**src/rtl/bram_read_port_if.sv**
```systemverilog
// Request/response handshake bundle for the block-RAM read front-end.
// The requester drives master; bram_read_port takes slave.
interface bram_read_port_if #(
    parameter int ADDR_WIDTH = 8,
    parameter int DATA_WIDTH = 32
);
    logic                  req_valid;
    logic                  req_ready;
    logic [ADDR_WIDTH-1:0] req_addr;
    logic                  resp_valid;
    logic                  resp_ready;
    logic [DATA_WIDTH-1:0] resp_data;

    modport master (
        output req_valid,
        output req_addr,
        output resp_ready,
        input  req_ready,
        input  resp_valid,
        input  resp_data
    );

    modport slave (
        input  req_valid,
        input  req_addr,
        input  resp_ready,
        output req_ready,
        output resp_valid,
        output resp_data
    );
endinterface

```
**src/rtl/bram_read_port.sv**
```systemverilog
// In-order read front-end for a 1-cycle-latency simple dual-port RAM.
// Responses are buffered in a 3-entry FIFO; same-cycle writes are bypassed.
module bram_read_port #(
    parameter int ADDR_WIDTH = 8,
    parameter int DATA_WIDTH = 32
) (
    input  logic                  clk,
    input  logic                  rstn,
    bram_read_port_if.slave       rp,
    input  logic                  wr_en,
    input  logic [ADDR_WIDTH-1:0] wr_addr,
    input  logic [DATA_WIDTH-1:0] wr_data,
    output logic                  ram_en,
    output logic [ADDR_WIDTH-1:0] ram_addr,
    input  logic [DATA_WIDTH-1:0] ram_rdata,
    output logic                  ram_we,
    output logic [ADDR_WIDTH-1:0] ram_waddr,
    output logic [DATA_WIDTH-1:0] ram_wdata
);
    localparam int FIFO_DEPTH = 3;

    logic [1:0]            count_reg, count_next;
    logic [1:0]            rd_ptr_reg, rd_ptr_next;
    logic [1:0]            wr_ptr_reg, wr_ptr_next;
    logic                  inflight_reg;
    logic                  byp_hit_reg;
    logic [DATA_WIDTH-1:0] byp_data_reg;
    logic [DATA_WIDTH-1:0] fifo_mem [FIFO_DEPTH];

    logic                  fire;
    logic                  hit;
    logic                  push;
    logic                  pop;
    logic [2:0]            occupancy;
    logic [DATA_WIDTH-1:0] push_data;

    function automatic logic [1:0] ptr_inc(input logic [1:0] p);
        return (p == 2'd2) ? 2'd0 : p + 2'd1;
    endfunction

    // Reserving a slot for the in-flight read keeps resp_ready off the req_ready path.
    assign occupancy    = {1'b0, count_reg} + {2'b00, inflight_reg};
    assign rp.req_ready = rstn & (occupancy < 3'(FIFO_DEPTH));
    assign fire         = rp.req_valid & rp.req_ready;

    assign ram_en    = fire;
    assign ram_addr  = rp.req_addr;
    assign ram_we    = wr_en;
    assign ram_waddr = wr_addr;
    assign ram_wdata = wr_data;

    // The RAM is read-first, so a colliding write must be substituted here.
    assign hit       = fire & wr_en & (wr_addr == rp.req_addr);
    assign push      = inflight_reg;
    assign push_data = byp_hit_reg ? byp_data_reg : ram_rdata;

    assign rp.resp_valid = (count_reg != 2'd0);
    assign rp.resp_data  = fifo_mem[rd_ptr_reg];
    assign pop           = rp.resp_valid & rp.resp_ready;

    always_comb begin
        count_next  = count_reg;
        rd_ptr_next = rd_ptr_reg;
        wr_ptr_next = wr_ptr_reg;
        if (push) begin
            wr_ptr_next = ptr_inc(wr_ptr_reg);
        end
        if (pop) begin
            rd_ptr_next = ptr_inc(rd_ptr_reg);
        end
        case ({push, pop})
            2'b10:   count_next = count_reg + 2'd1;
            2'b01:   count_next = count_reg - 2'd1;
            default: count_next = count_reg;
        endcase
    end

    always_ff @(posedge clk or negedge rstn) begin
        if (!rstn) begin
            count_reg    <= 2'd0;
            rd_ptr_reg   <= 2'd0;
            wr_ptr_reg   <= 2'd0;
            inflight_reg <= 1'b0;
            byp_hit_reg  <= 1'b0;
        end else begin
            count_reg    <= count_next;
            rd_ptr_reg   <= rd_ptr_next;
            wr_ptr_reg   <= wr_ptr_next;
            inflight_reg <= fire;
            if (fire) begin
                byp_hit_reg <= hit;
            end
        end
    end

    always_ff @(posedge clk) begin
        if (fire) begin
            byp_data_reg <= wr_data;
        end
    end

    // Storage is intentionally not reset; count_reg gates visibility.
    always_ff @(posedge clk) begin
        if (push) begin
            fifo_mem[wr_ptr_reg] <= push_data;
        end
    end

    a_no_overflow: assert property (@(posedge clk) disable iff (!rstn)
        !(push && count_reg == 2'd3));

endmodule
```
**src/flat_wrapper.sv**
```systemverilog
// flat-port wrapper written by rule: the top's interface ports become plain ports
module bram_read_port_flat 
#(
    parameter int ADDR_WIDTH = 8,
    parameter int DATA_WIDTH = 32
)
  (clk, rstn, wr_en, wr_addr, wr_data, ram_en, ram_addr, ram_rdata, ram_we, ram_waddr, ram_wdata, rp_req_valid, rp_req_addr, rp_resp_ready, rp_req_ready, rp_resp_valid, rp_resp_data);
  bram_read_port_if #(.ADDR_WIDTH(ADDR_WIDTH), .DATA_WIDTH(DATA_WIDTH)) rp_i ();
  input  logic clk;
  input  logic rstn;
  input  logic wr_en;
  input  logic [ADDR_WIDTH-1:0] wr_addr;
  input  logic [DATA_WIDTH-1:0] wr_data;
  output logic ram_en;
  output logic [ADDR_WIDTH-1:0] ram_addr;
  input  logic [DATA_WIDTH-1:0] ram_rdata;
  output logic ram_we;
  output logic [ADDR_WIDTH-1:0] ram_waddr;
  output logic [DATA_WIDTH-1:0] ram_wdata;
  input wire logic [$bits(rp_i.req_valid)-1:0] rp_req_valid;
  input wire logic [$bits(rp_i.req_addr)-1:0] rp_req_addr;
  input wire logic [$bits(rp_i.resp_ready)-1:0] rp_resp_ready;
  output wire logic [$bits(rp_i.req_ready)-1:0] rp_req_ready;
  output wire logic [$bits(rp_i.resp_valid)-1:0] rp_resp_valid;
  output wire logic [$bits(rp_i.resp_data)-1:0] rp_resp_data;
  assign rp_i.req_valid = rp_req_valid;
  assign rp_i.req_addr = rp_req_addr;
  assign rp_i.resp_ready = rp_resp_ready;
  assign rp_req_ready = rp_i.req_ready;
  assign rp_resp_valid = rp_i.resp_valid;
  assign rp_resp_data = rp_i.resp_data;
  bram_read_port #(.ADDR_WIDTH(ADDR_WIDTH), .DATA_WIDTH(DATA_WIDTH)) u_core (.clk(clk), .rstn(rstn), .rp(rp_i), .wr_en(wr_en), .wr_addr(wr_addr), .wr_data(wr_data), .ram_en(ram_en), .ram_addr(ram_addr), .ram_rdata(ram_rdata), .ram_we(ram_we), .ram_waddr(ram_waddr), .ram_wdata(ram_wdata));
endmodule
```
**config.mk**
```make
export PLATFORM = sky130hd
export DESIGN_NAME = bram_read_port_flat
export DESIGN_NICKNAME = d
export VERILOG_FILES = /design/src/rtl/bram_read_port_if.sv /design/src/rtl/bram_read_port.sv /design/src/flat_wrapper.sv
export SDC_FILE = /design/constraint.sdc
export NUM_CORES = 1
export LEC_CHECK = 0
export BUFFER_PORTS_ARGS = -buffer_cell sky130_fd_sc_hd__buf_2
export CORE_UTILIZATION = 25
export CTS_CLUSTER_DIAMETER = 60
export CTS_CLUSTER_SIZE = 40
export DETAILED_ROUTE_END_ITERATION = 10
export GPL_TIMING_DRIVEN = 0
export HOLD_SLACK_MARGIN = 0.03
export SETUP_SLACK_MARGIN = 0.05
export SLEW_MARGIN = 30
export SYNTH_ARGS = -nofsm -noshare
export SYNTH_HDL_FRONTEND = slang
export SYNTH_SLANG_ARGS = --single-unit
```
**constraint.sdc**
```tcl
create_clock -name clk -period 3.9 [get_ports clk]
set_input_delay 0.39 -clock clk [delete_from_list [all_inputs] [get_ports clk]]
set_output_delay 0.39 -clock clk [all_outputs]
set_load 0.005 [all_outputs]
```
==> metrics.yaml, run 1 <==
timing_worst_slew_pin_value_ns: 0.636
detailedRoute.firstPassIterationCount: 4
total_stage_count_of_the_critical_path: 5
grt_first_pass_wirelength_mm: 19.3
netlist_area_um2: 5780
syn_to_final_growth_pct: 33.4
static-leakage-power_nw: 3.10
holdCritStartpoint: "wr_data[7]"
drive_gt1_share_pct: 54.2
cts.sinks: 136
post-route-worst-setup-slack_ns: 1.08
sequential_share_of_the_synthesized_area_pct: 70.0
synth_nets: 454
post-route-drc-count: 0
max_slew_margin_pct: 57.4
outcome: "finished, final reports clean"
worst_setup_end_kind: "output pin"
grt_pass1_vias: 3492
cts_repair_resize_count: 0
num_vias: 3484
post_place_cell_area_um2: 7100
grt_antenna_before_repair: 0
cp_cell_sequence: "ha_1, ha_1, a211oi_2, and2_4, buf_2"
rr_worst_depth: 5
fin_hold_ws_ns: 0.159
timing.critical_path.required_ns: 3.51
placement.setup.worst_slack_ns: 1.47
worstSkewPairLatency_ns: 0.42
power_density_nw_per_um2: 605
global_route.usage.total_pct: 11.3
die_h_um: 154
critical-path-top-delay-family: "simple AND/OR/NAND/NOR gates"
finalSetupViolCount: 0
synth_ff_type: "sky130_fd_sc_hd__edfxtp_1"
cts-root-to-sink-buffers: 2
largest_register_ff_count: 96
layout_commonest_cell: "sky130_fd_sc_hd__buf_2"
finalHoldViolCount: 0
detail_route.wl_per_cell_um: 14.7
std_cell_rows: 55
crit_path_start: "u_core.count_reg[0]"
synth.distinct_cells: 26
first_iter_violations: 171
biggest_fanout_along_the_worst_timing_path: 35
totalWireLength_mm: 12.7
critPathKind: "flip-flop to output pin"
synth_cells: 366
detail_route.vias_per_cell: 4.04
class_of_the_tightest_hold_or_removal_check: "input port to flip-flop"
gp_congestion: 0.690
slew_violations: 0
achievable-frequency_mhz: 355
cts_buffers: 17
start_kind: "flip-flop"
nets: 653
io_buffers: 168
initial_utilization_pct: 25.5
cp.buffers_inverters: 1
rsz0062_at_grt: "no"
detailedPlacementHpwl_mm: 9.04
cts-htree-levels: 4
peakVddDrop_mv: 0.325
tritoncts: "yes"
reg_to_reg_startpoint: "u_core.count_reg[0]"
worstHoldPathCells: 1
cp_data_arrival_time_ns: 2.43
antennaDiodeCount: 0
floorplan.io_pins: 169
clock-skew-final_ns: 0.0138
ant_nets: 0
core_um2: 22600
global_route.overflow_total: 0
synth_area_per_cell_um2: 15.8
timing.critical_path.slowest_cell_delay_ns: 0.59
crit_slowest_cell: "sky130_fd_sc_hd__and2_4"
async_reset_ff_share_pct: 5.88
max_cap_viol_count: 0
die_area_um2: 23700
finalWorstPathRequiredPeriod_ns: 2.82
synth-edff-count: 128
cts.repair_timing.setup_buffer_count: 0
maximum_number_of_pins_on_one_net_before_global_route_repair: 36
clkSlewWorstSetupHoldPaths_ns: 0.06
clk_root_buffer_cell: "sky130_fd_sc_hd__clkbuf_16"
postSynthRegisterBits: 136
chipWidth_um: 154
utilization_pct: 34.1
final_area_um2: 7710
final_cell_mix: "sky130_fd_sc_hd__buf_2 (173), sky130_fd_sc_hd__edfxtp_1 (128), sky130_fd_sc_hd__buf_4 (58)"
post_cts_hold_buffer_count: 1
final_worst_path_period_share_pct: 72.2
crit_path_frequent_cell: "sky130_fd_sc_hd__ha_1"
yosys_warnings: 0
## cells by family (layout without fill, tap and decap cells)
logic type | Yosys count | in the layout | synth area share, %
flops | 136 | 136 | 70.0
simple gates | 47 | 47 | 3.36
buf+inv | 67 | 279 | 8.74
xor+xnor | 11 | 11 | 1.67
mux | 66 | 66 | 12.2
fa+ha+maj | 3 | 3 | 0.649
compound gates | 36 | 36 | 3.40
## per-stage QoR
| step | total power, mW | std cells | TNS [ns] |
|---|---|---|---|
| global route | 4.92 | 863 | 0 |
| finish | 4.67 | 863 | 0 |
| global placement | 3.08 | 819 | -85.20 |
| detailed placement | 3.12 | 830 | 0 |
| floorplan | 2.58 | 366 | 0 |
| CTS | 4.77 | 863 | 0 |
## worst register-to-register path, stage by stage (launching register included)
cell	delay [ns]
sky130_fd_sc_hd__dfrtp_1	0.45
sky130_fd_sc_hd__ha_1	0.22
sky130_fd_sc_hd__ha_1	0.28
sky130_fd_sc_hd__a211oi_2	0.24
sky130_fd_sc_hd__and2_4	0.59
sky130_fd_sc_hd__mux2_4	0.37
## Yosys cell counts (4+ instances only)
cell type	count	area (µm²)
sky130_fd_sc_hd__o21ai_0	32	160
sky130_fd_sc_hd__mux2_2	33	372
sky130_fd_sc_hd__xnor2_1	10	87.6
sky130_fd_sc_hd__dfrtp_1	8	200
sky130_fd_sc_hd__mux2i_1	32	320
sky130_fd_sc_hd__nand2_1	37	139
sky130_fd_sc_hd__edfxtp_1	128	3840
sky130_fd_sc_hd__buf_4	49	368
sky130_fd_sc_hd__buf_2	5	25.0
sky130_fd_sc_hd__buf_6	4	45.0
## path summary, 6_finish.rpt
check / endpoint / slack [ns]
max in group asynchronous: u_core.rd_ptr_reg[1] / 3.32
hold / removal: u_core.byp_data_reg[7] / 0.16
setup / recovery: ram_en / 1.08
hold reg to reg: u_core.count_reg[1] / 0.56
setup reg to reg: u_core.byp_hit_reg / 1.65
min in group asynchronous: u_core.count_reg[1] / 0.37
## where the power goes
| part | total, mW | switching, mW | internal, mW |
|---|---|---|---|
| registers | 1.89 | 0.0676 | 1.82 |
| clock network | 1.62 | 0.617 | 1.01 |
| logic | 1.15 | 0.628 | 0.526 |
| total | 4.67 | 1.31 | 3.35 |
## per-layer routing
layer  vias up  track usage, %  share of wire [%]
li1       1701               -                  -
met1      1645            13.2                 43
met3        14            2.99                5.3
met2       124            19.0                 50
met4         0            5.57                1.9
met5         -               0                  0
## area by class of cell
type	instances	area [µm²]
repair buffers	180	957
plain buffers	64	494
well taps	285	357
clock buffers	17	425
fillers	2206	14900
clock inverters	15	176
flip-flops and latches	136	4040
multi-input cells	163	1250
inverters	3	11.3
No activity file was read; power rests on OpenSTA's default activity.
==> run 2: changes to the inputs <==
==> constraint.sdc (replaced) <==
create_clock -name clk -period 2.6 [get_ports clk]
set_input_delay 0.26 -clock clk [delete_from_list [all_inputs] [get_ports clk]]
set_output_delay 0.26 -clock clk [all_outputs]
set_load 0.005 [all_outputs]
==> run 2 against run 1 <==
  * Sequential share of layout area fell by 1.8 points
  * Cell count rose by 2.9%
  * Wire length rose by 6.7%
  * Sequential power rose by 50%
  * Via count rose by 3.4%
  * Critical path type unchanged
  * Largest cell class unchanged
==> metrics.yaml, run 2 (synthesis results as in run 1) <==
max_cap_viol_count: 0  # unchanged
nets: 678  # +3.8%
holdCritStartpoint: "wr_data[13]"
comb_power_share_pct: 25.5  # +0.8 points
slew_violations: 0  # unchanged
worstHoldPathCells: 1  # unchanged
ant_nets: 0  # unchanged
die_h_um: 154  # unchanged
totalWireLength_mm: 13.6  # +6.7%
post-route-drc-count: 0  # unchanged
worstSkewPairLatency_ns: 0.42  # about the same
achievable-frequency_mhz: 428
multi_input_area_um2: 1270  # +1.6%
tritoncts: "yes"
timing.critical_path.required_ns: 2.34  # -1.17 ns
global_route.usage.total_pct: 12.0  # +0.78 points
cts_repair_resize_count: 0  # unchanged
antennaDiodeCount: 0  # unchanged
static-leakage-power_nw: 3.20  # +3.2%
detail_route.wl_per_cell_um: 15.3  # +3.7%
power_density_nw_per_um2: 883  # +46%
final_worst_path_period_share_pct: 89.9
grt_pass1_vias: 3712  # +6.3%
finalHoldViolCount: 0  # unchanged
clock-skew-final_ns: 0.00915  # -0.00465 ns
utilization_pct: 35.3  # +1.2 points
syn_to_final_growth_pct: 38.1
grt_first_pass_wirelength_mm: 20.7  # +7.3%
p_int_mw: 5.06  # +51%
holdPathEnd: "u_core.byp_data_reg[13]"
p_sw_share_pct: 28.2  # +0.079 points
detailedPlacementHpwl_mm: 9.11  # +0.85%
finalSetupViolCount: 0  # unchanged
cts.sinks: 136  # unchanged
drive_gt1_share_pct: 51.1  # -3.1 points
largest_register_ff_count: 96  # unchanged
share_clk_of_total_power_pct: 34.1  # -0.7 points
cp_data_arrival_time_ns: 2.08  # -0.35 ns
class_of_the_tightest_hold_or_removal_check: "input port to flip-flop"
io_buffers: 168  # unchanged
layout.filler_cells: 2155  # -2.3%
gp_congestion: 0.711  # +3.0%
finalWorstPathRequiredPeriod_ns: 2.34
regArea_um2: 4040  # unchanged
reg_to_reg_startpoint: "u_core.count_reg[0]"
initial_utilization_pct: 25.5  # unchanged
rsz0062_at_grt: "no"
biggest_fanout_along_the_worst_timing_path: 5  # -86%
first_iter_violations: 112  # -35%
detail_route.vias_per_cell: 4.06  # +0.53%
max_slew_margin_pct: 60.6  # +3.1 points
std_cell_rows: 55  # unchanged
cts-root-to-sink-buffers: 2  # unchanged
p_total_mw: 7.05  # +51%
rr_worst_depth: 6  # +1
final_cell_mix: "sky130_fd_sc_hd__buf_2 (173), sky130_fd_sc_hd__edfxtp_1 (128), sky130_fd_sc_hd__buf_4 (50)"
p_switching_mw: 1.99  # +51%
rr_endpoint: "u_core.byp_hit_reg"
clk_root_buffer_cell: "sky130_fd_sc_hd__clkbuf_16"
start_kind: "flip-flop"
critPathKind: "flip-flop to output pin"
detailedRoute.firstPassIterationCount: 4  # unchanged
global_route.overflow_total: 0  # unchanged
seq_power_share_pct: 40.4  # about the same
fin_hold_ws_ns: 0.0558  # -0.103 ns
num_vias: 3604  # +3.4%
peakVddDrop_mv: 0.330  # +1.4%
maximum_number_of_pins_on_one_net_before_global_route_repair: 18  # -50%
final_area_um2: 7980  # +3.5%
worst_setup_end_kind: "output pin"
die_area_um2: 23700  # unchanged
clkSlewWorstSetupHoldPaths_ns: 0.06  # about the same
chipWidth_um: 154  # unchanged
core_um2: 22600  # unchanged
rrSetupSlack_ns: 0.28  # -1.37 ns
floorplan.io_pins: 169  # unchanged
cts-htree-levels: 4  # unchanged
grt_antenna_before_repair: 0  # unchanged
cts_buffers: 17  # unchanged
outcome: "finished, final reports clean"
timing_worst_slew_pin_value_ns: 0.591  # -0.0445 ns
post_place_cell_area_um2: 7110  # +0.11%
layout_commonest_cell: "sky130_fd_sc_hd__buf_2"
## run 2: what timing repair did
item / 4_1_cts / 5_1_grt
endpoints found under the setup margin: 1 / 0
hold buffers: 27 / 0
hold endpoints to repair: 34 / 0
setup buffers: 1 / 0
## run 2: power groups by stage
stage          registers, mW  logic, mW  clock network (mW)
2_1_floorplan           2.86       1.00                   0
5_1_grt                 2.88       2.01                2.57
3_5_place_dp            2.89       1.81                   0
6_report                2.84       1.80                2.40
3_3_place_gp            2.89       1.73                   0
4_1_cts                 2.84       1.87                2.48
## run 2: layout make-up
class | instances | area share (%)
flip-flops and latches | 136 | 50.7
multi-input cells | 164 | 15.9
repair buffers | 204 | 15.3
plain buffers | 64 | 6.19
clock buffers | 19 | 5.42
well taps | 285 | 4.47
clock inverters | 13 | 1.93
inverters | 3 | 0.141
## run 2: per-stage QoR
step,instances,TNS (ns),setup slack [ns]
after global placement,819,-71.66,-0.887
final,888,0,0.262
after CTS,888,0,0.197
after global routing,888,0,0.168
after detailed placement,827,0,0.318
after floorplan,366,0,0.337
## run 2: per-layer routing
metal  share of wire, %  GRT usage [%]  wire length, µm
met4                1.5           4.86              204
met3                4.8           3.18              646
met1                 44           14.2             5920
met5                  0              0                0
met2                 50           20.8             6780
## run 2: worst max-delay path by stage
stage                               from                      to  cells after the start
floorplan           u_core.wr_ptr_reg[0]   u_core.fifo_mem[1][0]                      2
global placement    u_core.wr_ptr_reg[0]  u_core.fifo_mem[1][14]                      2
CTS                  u_core.count_reg[0]                  ram_en                      5
global route         u_core.count_reg[0]                  ram_en                      5
finish               u_core.count_reg[0]                  ram_en                      5
detailed placement   u_core.count_reg[0]                  ram_en                      5
## run 2: critical path, stage by stage, from the launching register on
cell,delay [ns]
sky130_fd_sc_hd__dfrtp_1,0.45
sky130_fd_sc_hd__ha_1,0.21
sky130_fd_sc_hd__ha_1,0.28
sky130_fd_sc_hd__a211oi_2,0.38
sky130_fd_sc_hd__and2_4,0.24
sky130_fd_sc_hd__buf_2,0.11
==> run 3: changes to the inputs <==
--- a/config.mk
+++ b/config.mk
@@ -12,6 +12,8 @@
 export DETAILED_ROUTE_END_ITERATION = 10
 export GPL_TIMING_DRIVEN = 0
 export HOLD_SLACK_MARGIN = 0.03
+export PLACE_DENSITY = 0.45
+export REMOVE_ABC_BUFFERS = 1
 export SETUP_SLACK_MARGIN = 0.05
 export SLEW_MARGIN = 30
 export SYNTH_ARGS = -nofsm -noshare
==> run 3 against run 2 <==
  * Cell count shrank 6.4%
  * Largest cell class unchanged
  * Non-clock buffer count down 56
  * Core utilization down 1.8 points
  * Register-to-register slack is essentially flat
  * Worst hold slack better by 0.0034 ns
  * Maximum frequency grew 0.88%
  * Clock power is essentially flat
  * First-iteration DRC count shrank 22%
  * Die area is the same
  * Clock-buffer cell count is 1 lower
  * Global-route usage is 1.1 points lower
==> metrics.yaml, run 3 (synthesis results as in run 1) <==
die_area_um2: 23700  # unchanged
achievable-frequency_mhz: 431  # +0.88%
grt_first_pass_wirelength_mm: 19.1  # -7.6%
power_density_nw_per_um2: 910  # +3.0%
critPathKind: "flip-flop to output pin"
num_vias: 3384  # -6.1%
core_um2: 22600  # unchanged
floorplan.io_pins: 169  # unchanged
worst_setup_end_kind: "output pin"
worstSkewPairLatency_ns: 0.41  # about the same
chipWidth_um: 154  # unchanged
detailedRoute.firstPassIterationCount: 4  # unchanged
p_switching_mw: 1.91  # -3.7%
syn_to_final_growth_pct: 31.1
die_h_um: 154  # unchanged
utilization_pct: 33.5  # -1.8 points
antennaDiodeCount: 0  # unchanged
finalSetupViolCount: 0  # unchanged
max_slew_margin_pct: 58.2  # -2.4 points
outcome: "finished, final reports clean"
post-route-drc-count: 0  # unchanged
gp_congestion: 0.689  # -3.0%
global_route.usage.total_pct: 11.0  # -1.1 points
ant_nets: 0  # unchanged
rsz0062_at_grt: "no"
detailedPlacementHpwl_mm: 8.10  # -11%
finalHoldViolCount: 0  # unchanged
global_route.overflow_total: 0  # unchanged
std_cell_rows: 55  # unchanged
class_of_the_tightest_hold_or_removal_check: "input port to flip-flop"
seq_power_share_pct: 42.5  # +2.1 points
final_worst_path_period_share_pct: 89.1  # -0.79 points
clk_root_buffer_cell: "sky130_fd_sc_hd__clkbuf_16"
finalWorstPathRequiredPeriod_ns: 2.32  # -0.0205 ns
totalWireLength_mm: 12.3  # -8.9%
timing_worst_slew_pin_value_ns: 0.626  # +0.0350 ns
start_kind: "flip-flop"
layout.filler_cells: 2196  # +1.9%
clkSlewWorstSetupHoldPaths_ns: 0.06  # about the same
layout_commonest_cell: "sky130_fd_sc_hd__buf_2"
static-leakage-power_nw: 2.94  # -8.1%
regArea_um2: 4050  # +0.22%
post-route-worst-setup-slack_ns: 0.282  # +0.0205 ns
tritoncts: "yes"
detail_route.vias_per_cell: 4.07  # +0.34%
first_iter_violations: 87  # -22%
p_total_mw: 6.89  # -2.2%
share_clk_of_total_power_pct: 34.7  # +0.6 points
p_int_mw: 4.98  # -1.5%
drive_gt1_share_pct: 47.1  # -4.0 points
placement.setup.worst_slack_ns: 0.314  # -0.00356 ns
grt_pass1_vias: 3507  # -5.5%
slew_violations: 0  # unchanged
clock-skew-final_ns: 0.00665  # -0.00250 ns
cp_data_arrival_time_ns: 2.06  # -0.02 ns
max_cap_viol_count: 0  # unchanged
detail_route.wl_per_cell_um: 14.9  # -2.7%
setup_total_neg_slack_ns: 0  # unchanged
cts_buffers: 17  # unchanged
multi_input_area_um2: 1260  # -0.99%
cts-root-to-sink-buffers: 2  # unchanged
cts-htree-levels: 4  # unchanged
comb_power_share_pct: 22.8  # -2.7 points
grt_antenna_before_repair: 0  # unchanged
p_sw_share_pct: 27.8  # -0.45 points
maximum_number_of_pins_on_one_net_before_global_route_repair: 66  # +48
final_cell_mix: "sky130_fd_sc_hd__buf_2 (168), sky130_fd_sc_hd__edfxtp_1 (128), sky130_fd_sc_hd__nand2_1 (37)"
final_area_um2: 7580  # -5.0%
io_buffers: 168  # unchanged
post_place_cell_area_um2: 6690  # -5.9%
cts.sinks: 136  # unchanged
biggest_fanout_along_the_worst_timing_path: 5  # unchanged
timing.critical_path.required_ns: 2.34  # about the same
initial_utilization_pct: 25.5  # unchanged
nets: 622  # -8.3%
peakVddDrop_mv: 0.372  # +13%
largest_register_ff_count: 96  # unchanged
## run 3: cell types whose count changed in the layout (fill, tap and decap cells not counted), moves of 3 or more
cell / previous run / this run
sky130_fd_sc_hd__buf_6: 9 / 0
sky130_fd_sc_hd__buf_4: 50 / 11
sky130_fd_sc_hd__clkbuf_1: 5 / 1
sky130_fd_sc_hd__dfrtp_1: 8 / 5
sky130_fd_sc_hd__buf_8: 6 / 0
sky130_fd_sc_hd__buf_16: 0 / 3
sky130_fd_sc_hd__buf_2: 173 / 168
## run 3: critical path: stages, from the launching register on
cell and delay (ns):
sky130_fd_sc_hd__dfrtp_1 0.44, sky130_fd_sc_hd__ha_1 0.21, sky130_fd_sc_hd__ha_1 0.28, sky130_fd_sc_hd__a211oi_2 0.39
sky130_fd_sc_hd__and2_4 0.22, sky130_fd_sc_hd__buf_2 0.10
## run 3: final timing paths
check / slack [ns] / cells past startpoint / startpoint / to
setup / recovery: 0.28 / 5 / u_core.count_reg[0] / ram_en
hold / removal: 0.06 / 1 / wr_data[21] / u_core.byp_data_reg[21]
setup reg to reg: 0.28 / 6 / u_core.count_reg[0] / u_core.byp_hit_reg
hold reg to reg: 0.55 / 1 / u_core.count_reg[1] / u_core.count_reg[1]
max in group asynchronous: 2.17 / 2 / rstn / u_core.rd_ptr_reg[0]
min in group asynchronous: 0.23 / 2 / rstn / u_core.count_reg[1]
## run 3: metal layers
| metal | wire (µm) | global-route usage (%) | vias to the layer above |
|---|---|---|---|
| met5 | 0 | 0 | - |
| li1 | - | - | 1631 |
| met3 | 494 | 3.69 | 7 |
| met2 | 6370 | 19.4 | 112 |
| met1 | 5390 | 12.6 | 1634 |
| met4 | 82 | 3.00 | 0 |
## run 3: stage by stage
step | hold WS (ns) | instances
2_1_floorplan | -0.0356 | 302
3_3_place_gp | 0.117 | 755
3_5_place_dp | 0.122 | 769
4_1_cts | 0.0333 | 830
5_1_grt | 0.0314 | 831
6_report | 0.0591 | 831
## run 3: layout make-up
cell class	instances	area share, %
clock buffer	18	5.66
sequential	136	53.5
inverter	3	0.149
tap	285	4.71
clock inverter	13	2.06
multi-input combinational	164	16.6
timing repair buffer	212	17.4
## run 3: repair_timing
action	4_1_cts	5_1_grt
buffers inserted	1	0
gates resized for setup	0	0
hold buffers	28	1
setup endpoints to repair	1	0
endpoints found under the hold margin	35	1
## run 3: power groups by stage
stage                     registers, mW  logic [mW]  clock network, mW
after floorplan                    3.02       0.682                  0
after global placement             3.16        1.27                  0
after detailed placement           2.98        1.57                  0
after CTS                          2.93        1.63               2.46
after global routing               2.96        1.76               2.56
final                              2.93        1.57               2.39
